--- config.mk ---
export PLATFORM = sky130hd
export DESIGN_NAME = traffic_phase_ctrl_flat
export DESIGN_NICKNAME = d
export VERILOG_FILES = /design/src/rtl/traffic_phase_ctrl_if.sv /design/src/rtl/traffic_phase_ctrl.sv /design/src/flat_wrapper.sv
export SDC_FILE = /design/constraint.sdc
export NUM_CORES = 1
export LEC_CHECK = 0
export BUFFER_PORTS_ARGS = -buffer_cell sky130_fd_sc_hd__buf_2
export CAP_MARGIN = 20
export CELL_PAD_IN_SITES_DETAIL_PLACEMENT = 0
export CELL_PAD_IN_SITES_GLOBAL_PLACEMENT = 1
export CORE_MARGIN = 10
export CORE_UTILIZATION = 39
export DETAILED_ROUTE_END_ITERATION = 16
export GPL_TIMING_DRIVEN = 0
export PLACE_DENSITY = 0.83
export REMOVE_ABC_BUFFERS = 1
export SLEW_MARGIN = 20
export SYNTH_ARGS = -nofsm -noshare
export SYNTH_HDL_FRONTEND = slang
export SYNTH_SLANG_ARGS = --single-unit
export TNS_END_PERCENT = 10
--- constraint.sdc ---
create_clock -name clk -period 2.4 [get_ports clk]
set_input_delay 0.36 -clock clk [delete_from_list [all_inputs] [get_ports clk]]
set_output_delay 0.36 -clock clk [all_outputs]
set_load 0.1 [all_outputs]
--- src/rtl/traffic_phase_ctrl_if.sv ---
// Signal bundle between the pulse/sensor side and the lamp/display side
// of the intersection phase sequencer.
interface traffic_phase_ctrl_if;
   // pulse is a one-cycle qualifier: side_req is latched every cycle, while night
   // and all timing act only in cycles where pulse is high; no back-pressure exists.
   logic       pulse;
   logic       side_req;
   logic       night;
   logic [2:0] main_lamp;
   logic [2:0] side_lamp;
   logic [5:0] sec_left;
   logic [2:0] state;
   logic       phase_done;

   modport master (
      output pulse, side_req, night,
      input  main_lamp, side_lamp, sec_left, state, phase_done
   );

   modport slave (
      input  pulse, side_req, night,
      output main_lamp, side_lamp, sec_left, state, phase_done
   );
endinterface

--- src/rtl/traffic_phase_ctrl.sv ---
// Two-road phase sequencer: main/side greens, yellows, all-red clearances and
// a night flashing mode, timed by a 6-bit seconds down-counter.
module traffic_phase_ctrl #(
   parameter int GREEN_MAIN = 10,
   parameter int GREEN_SIDE = 6,
   parameter int YELLOW     = 3,
   parameter int ALL_RED    = 1
) (
   input logic                 clk,
   input logic                 rst,
   traffic_phase_ctrl_if.slave bus
);

   typedef enum logic [2:0] {
      MG = 3'd0, MY = 3'd1, RA = 3'd2, SG = 3'd3,
      SY = 3'd4, RB = 3'd5, FL = 3'd6
   } phase_t;

   localparam logic [5:0] GM_L = 6'(GREEN_MAIN);
   localparam logic [5:0] GS_L = 6'(GREEN_SIDE);
   localparam logic [5:0] YL_L = 6'(YELLOW);
   localparam logic [5:0] AR_L = 6'(ALL_RED);

   phase_t     cur;
   logic [5:0] sec_left;
   logic       side_pending;
   logic       flash;
   logic       phase_done;
   logic       last_sec;

   assign last_sec       = (sec_left <= 6'd1);
   assign bus.state      = cur;
   assign bus.sec_left   = sec_left;
   assign bus.phase_done = phase_done;

   always_ff @(posedge clk) begin
      if (rst) begin
         cur          <= MG;
         sec_left     <= GM_L;
         side_pending <= 1'b0;
         flash        <= 1'b0;
         phase_done   <= 1'b0;
      end else begin
         phase_done <= 1'b0;
         if (bus.side_req) side_pending <= 1'b1;
         case (cur)
            MG: if (bus.pulse) begin
               if (!last_sec) sec_left <= sec_left - 6'd1;
               // a request arriving with the exit pulse still counts
               else if (side_pending || bus.side_req || bus.night) begin
                  cur <= MY; sec_left <= YL_L; phase_done <= 1'b1;
               end else sec_left <= 6'd0;
            end
            MY: if (bus.pulse) begin
               if (!last_sec) sec_left <= sec_left - 6'd1;
               else begin cur <= RA; sec_left <= AR_L; phase_done <= 1'b1; end
            end
            RA: if (bus.pulse) begin
               if (!last_sec) sec_left <= sec_left - 6'd1;
               else if (bus.night) begin
                  cur <= FL; sec_left <= 6'd0; flash <= 1'b1; phase_done <= 1'b1;
               end else begin
                  // clear overrides a same-cycle set from side_req above
                  cur <= SG; sec_left <= GS_L; side_pending <= 1'b0; phase_done <= 1'b1;
               end
            end
            SG: if (bus.pulse) begin
               if (!last_sec) sec_left <= sec_left - 6'd1;
               else begin cur <= SY; sec_left <= YL_L; phase_done <= 1'b1; end
            end
            SY: if (bus.pulse) begin
               if (!last_sec) sec_left <= sec_left - 6'd1;
               else begin cur <= RB; sec_left <= AR_L; phase_done <= 1'b1; end
            end
            RB: if (bus.pulse) begin
               if (!last_sec) sec_left <= sec_left - 6'd1;
               else begin cur <= MG; sec_left <= GM_L; phase_done <= 1'b1; end
            end
            FL: if (bus.pulse) begin
               if (bus.night) flash <= ~flash;
               else begin cur <= RB; sec_left <= AR_L; phase_done <= 1'b1; end
            end
            default: begin
               cur <= MG; sec_left <= GM_L; phase_done <= 1'b1;
            end
         endcase
      end
   end

   // lamps are {red, yellow, green}, decoded from registered state only
   always_comb begin
      bus.main_lamp = 3'b100;
      bus.side_lamp = 3'b100;
      case (cur)
         MG: bus.main_lamp = 3'b001;
         MY: bus.main_lamp = 3'b010;
         SG: bus.side_lamp = 3'b001;
         SY: bus.side_lamp = 3'b010;
         FL: begin
            bus.main_lamp = {1'b0, flash, 1'b0};
            bus.side_lamp = {1'b0, flash, 1'b0};
         end
         default: ;
      endcase
   end

endmodule

--- src/flat_wrapper.sv ---
// flat-port wrapper written by rule: the top's interface ports become plain ports
module traffic_phase_ctrl_flat 
#(
   parameter int GREEN_MAIN = 10,
   parameter int GREEN_SIDE = 6,
   parameter int YELLOW     = 3,
   parameter int ALL_RED    = 1
)
  (clk, rst, bus_pulse, bus_side_req, bus_night, bus_main_lamp, bus_side_lamp, bus_sec_left, bus_state, bus_phase_done);
  traffic_phase_ctrl_if bus_i ();
  input logic clk;
  input logic rst;
  input wire logic [$bits(bus_i.pulse)-1:0] bus_pulse;
  input wire logic [$bits(bus_i.side_req)-1:0] bus_side_req;
  input wire logic [$bits(bus_i.night)-1:0] bus_night;
  output wire logic [$bits(bus_i.main_lamp)-1:0] bus_main_lamp;
  output wire logic [$bits(bus_i.side_lamp)-1:0] bus_side_lamp;
  output wire logic [$bits(bus_i.sec_left)-1:0] bus_sec_left;
  output wire logic [$bits(bus_i.state)-1:0] bus_state;
  output wire logic [$bits(bus_i.phase_done)-1:0] bus_phase_done;
  assign bus_i.pulse = bus_pulse;
  assign bus_i.side_req = bus_side_req;
  assign bus_i.night = bus_night;
  assign bus_main_lamp = bus_i.main_lamp;
  assign bus_side_lamp = bus_i.side_lamp;
  assign bus_sec_left = bus_i.sec_left;
  assign bus_state = bus_i.state;
  assign bus_phase_done = bus_i.phase_done;
  traffic_phase_ctrl #(.GREEN_MAIN(GREEN_MAIN), .GREEN_SIDE(GREEN_SIDE), .YELLOW(YELLOW), .ALL_RED(ALL_RED)) u_core (.clk(clk), .rst(rst), .bus(bus_i));
endmodule
==> flow_metrics.env <==
export IMPL_required_ns=2.04
export IMPL_total_detailed_routing_wirelength_mm=2.650
export IMPL_cts_path_max_buffers=2
export IMPL_syn_inst=120
export IMPL_critical_path_top_delay_family="flip-flops"
export IMPL_grt_remaining_overflow=0
export IMPL_highest_clock_frequency_the_design_can_meet_mhz=456.9
export IMPL_critical_path_slowest_cell="sky130_fd_sc_hd__dfxtp_2"
export IMPL_number_of_unique_standard_cell_types_used_by_synthesis=49
export IMPL_skew_final_ns=0.003082
export IMPL_setup_worst_path_class="flip-flop to primary output"
export IMPL_numPortBuffers=20
export IMPL_edff_count_synth=0
export IMPL_initial_antenna_violation_count=0
export IMPL_final_instance_count_excl_fill=164
export IMPL_hold_violations=0
export IMPL_worst_slew_pin_slew_ns=0.7931
export IMPL_area_delta_synth_final_pct=8.611
export IMPL_critical_path_n_buffers_inverters=1
export IMPL_drt_first_pass_iters=4
export IMPL_final_routed_drc_violation_total=0
export IMPL_grt_start_max_net_pins=23
export IMPL_die_area_um2=4894
export IMPL_path_cells="and2b_2, and2_1, nor2b_1, buf_2"
export IMPL_hold_path_class="input pin to flip-flop"
export IMPL_via_count=973
export IMPL_seq_area_frac_synth_pct=24.68
export IMPL_layout_cells_most_common="sky130_fd_sc_hd__buf_2"
export IMPL_crit_arrival_ns=1.83
export IMPL_synth_top_cell_area_share_pct=24.68
export IMPL_yosysWarnings=0
export IMPL_cts_tree="built"
export IMPL_nNetsFinal=142
export IMPL_initial_core_util_pct=40.02
export IMPL_wire_length_of_the_first_global_routing_pass_mm=4.595
export IMPL_ant_nets=0
export IMPL_cts_sinks=12
export IMPL_setup_tns_final_ns=0
export IMPL_gp_congestion=0.7806
export IMPL_estimated_wirelength_of_the_detail_placed_design_mm=1.888
export IMPL_min_period_over_period_pct=91.19
export IMPL_final_setup_vio_count=0
export IMPL_drtIter0Drc=54
export IMPL_period_minus_slack_ns=2.188
export IMPL_synth_async_reset_ratio_pct=0
export IMPL_grt_setup_unrepaired="false"
export IMPL_clkSlewWorstSetupHoldPaths_ns=0.09
export IMPL_post_synth_cell_area_avg_um2=8.112
export IMPL_power_per_cell_area_nw_per_um2=500.9
export IMPL_yosys_area_top_type="sky130_fd_sc_hd__dfxtp_1"
export IMPL_status="finished, final reports clean"
export IMPL_place_worst_setup_slack_ns=0.2767
export IMPL_die_h_um=69.96
export IMPL_design_core_area_um2=2432
export IMPL_power_leakage_nw=0.4185
export IMPL_tritoncts_num_buffers=3
export IMPL_timing_slew_headroom_pct=46.69
export IMPL_clock_root_cell="sky130_fd_sc_hd__clkbuf_4"
export IMPL_fp_dieW_um=69.96
export IMPL_syn_cell_area_um2=973.4
export IMPL_post_route_cells_drive_above_1_share_pct=26.12
export IMPL_placed_cells=160
export IMPL_post_cts_buffers=0
export IMPL_antennaDiodeCount=0
export IMPL_rows=18
export IMPL_worst_setup_path_end_kind="primary output"
export IMPL_first_global_vias=981
export IMPL_synth_ff_type="sky130_fd_sc_hd__dfxtp_1"
export IMPL_finish_utilization_pct=43.47
export IMPL_ys_top_cells_by_area="sky130_fd_sc_hd__dfxtp_1, sky130_fd_sc_hd__buf_6, sky130_fd_sc_hd__a21oi_1"
export IMPL_detail_route_vias_per_cell=5.933
export IMPL_most_used_cells_in_the_layout_excluding_fill_and_tap_cells="sky130_fd_sc_hd__buf_2, sky130_fd_sc_hd__dfxtp_1, sky130_fd_sc_hd__a21oi_1"
export IMPL_io_pins=21
export IMPL_vdd_drop_max_mv=0.2344
export IMPL_detail_route_wl_per_cell_um=16.16
export IMPL_path_max_fanout=21
export IMPL_postSynthRegisterBits=12
export IMPL_fin_ws_ns=0.2115
export IMPL_start_kind="flip-flop"
export IMPL_h_tree_depth=1
export IMPL_max_cap_viol_count=0
export IMPL_critical_path_max_stage_delay_ns=0.56
export IMPL_globalRouteTotalUtil_pct=10.61
export IMPL_design_power_total_mw=0.5296
export IMPL_clock_insertion_delay_worst_skew_ns=0.27
export IMPL_final_max_slew_violation_count=0
==> sequential cells by signal, summed over array words and instances, names as in the netlist <==
name	count
u_core.side_pending	1
u_core.bus.state	3
u_core.bus.phase_done	1
u_core.bus.sec_left	6
u_core.flash	1
==> synth_stat cells, types with 3 or more instances <==
library cell               instances
sky130_fd_sc_hd__a221oi_1          4
sky130_fd_sc_hd__buf_6             5
sky130_fd_sc_hd__inv_1             7
sky130_fd_sc_hd__a21oi_1           9
sky130_fd_sc_hd__nor2_1            7
sky130_fd_sc_hd__nand2_1           7
sky130_fd_sc_hd__o21ai_0           8
sky130_fd_sc_hd__dfxtp_1          12
sky130_fd_sc_hd__a31oi_1           3
sky130_fd_sc_hd__nor3_1            4
sky130_fd_sc_hd__nand2b_1          3
sky130_fd_sc_hd__a211oi_1          5
==> final timing paths <==
check                                       from                                  end  slack, ns  depth (start not counted)
max             u_core.bus.state[2]$_SDFFE_PP0P_                     bus_side_lamp[2]       0.21                          4
min                                 bus_side_req       u_core.side_pending$_SDFF_PP0_       0.37                          3
max reg2reg  u_core.bus.sec_left[0]$_SDFFE_PP0P_  u_core.bus.sec_left[4]$_SDFFE_PP0P_       0.22                          6
min reg2reg       u_core.side_pending$_SDFF_PP0_       u_core.side_pending$_SDFF_PP0_       0.49                          2
==> kinds of logic (layout without fill, tap and decap cells) <==
logic type / Yosys count / in the layout / synth area share [%]
fa+ha+maj: 2 / 2 / 2.570
flops: 12 / 12 / 24.68
xor+xnor: 1 / 1 / 0.8999
buf+inv: 17 / 31 / 12.08
simple gates: 41 / 41 / 25.19
compound gates: 47 / 47 / 34.58
==> where the power goes <==
part | switching, mW | internal, mW
combinational | 0.103 | 0.0383
sequential | 0.0147 | 0.207
clock | 0.0748 | 0.0922
total | 0.192 | 0.338
==> per-layer routing <==
| layer | up-vias | GRT usage, % | share of wire, % |
|---|---|---|---|
| met3 | 4 | 4.379 | 8.0 |
| met4 | 0 | 2.412 | 0.53 |
| met1 | 463 | 13.04 | 47 |
| met2 | 25 | 16.72 | 45 |
| li1 | 481 | - | - |
| met5 | - | 0 | 0 |
==> through the flow <==
step | cell area, um^2 | hold WS, ns
finish | 1057 | 0.3698
global placement | 1020 | 0.4753
floorplan | 882.1 | 0.4291
global route | 1057 | 0.3822
CTS | 1057 | 0.3731
detailed placement | 1020 | 0.4781
==> worst min-delay path: cells and delay by family <==
family,cells,cell delay (ns)
buffers and inverters,1,0.10
AO/OA/AOI/OAI,1,0.05
AND/OR/NAND/NOR,1,0.09
==> cell type report <==
cell class	count	area, um^2
timing repair buffer	20	100.1
inverter	7	26.28
multi-input combinational	91	615.6
sequential	12	241.5
clock buffer	4	36.28
fill	259	1375
tap	30	37.54
==> repair_timing <==
action                                 in CTS  in global routing
endpoints found under the hold margin       0                  0
setup endpoints to repair                   1                  0
resized for setup                           1                  0
hold buffers                                0                  0
Note: power is estimated with default switching activity, not from simulation.
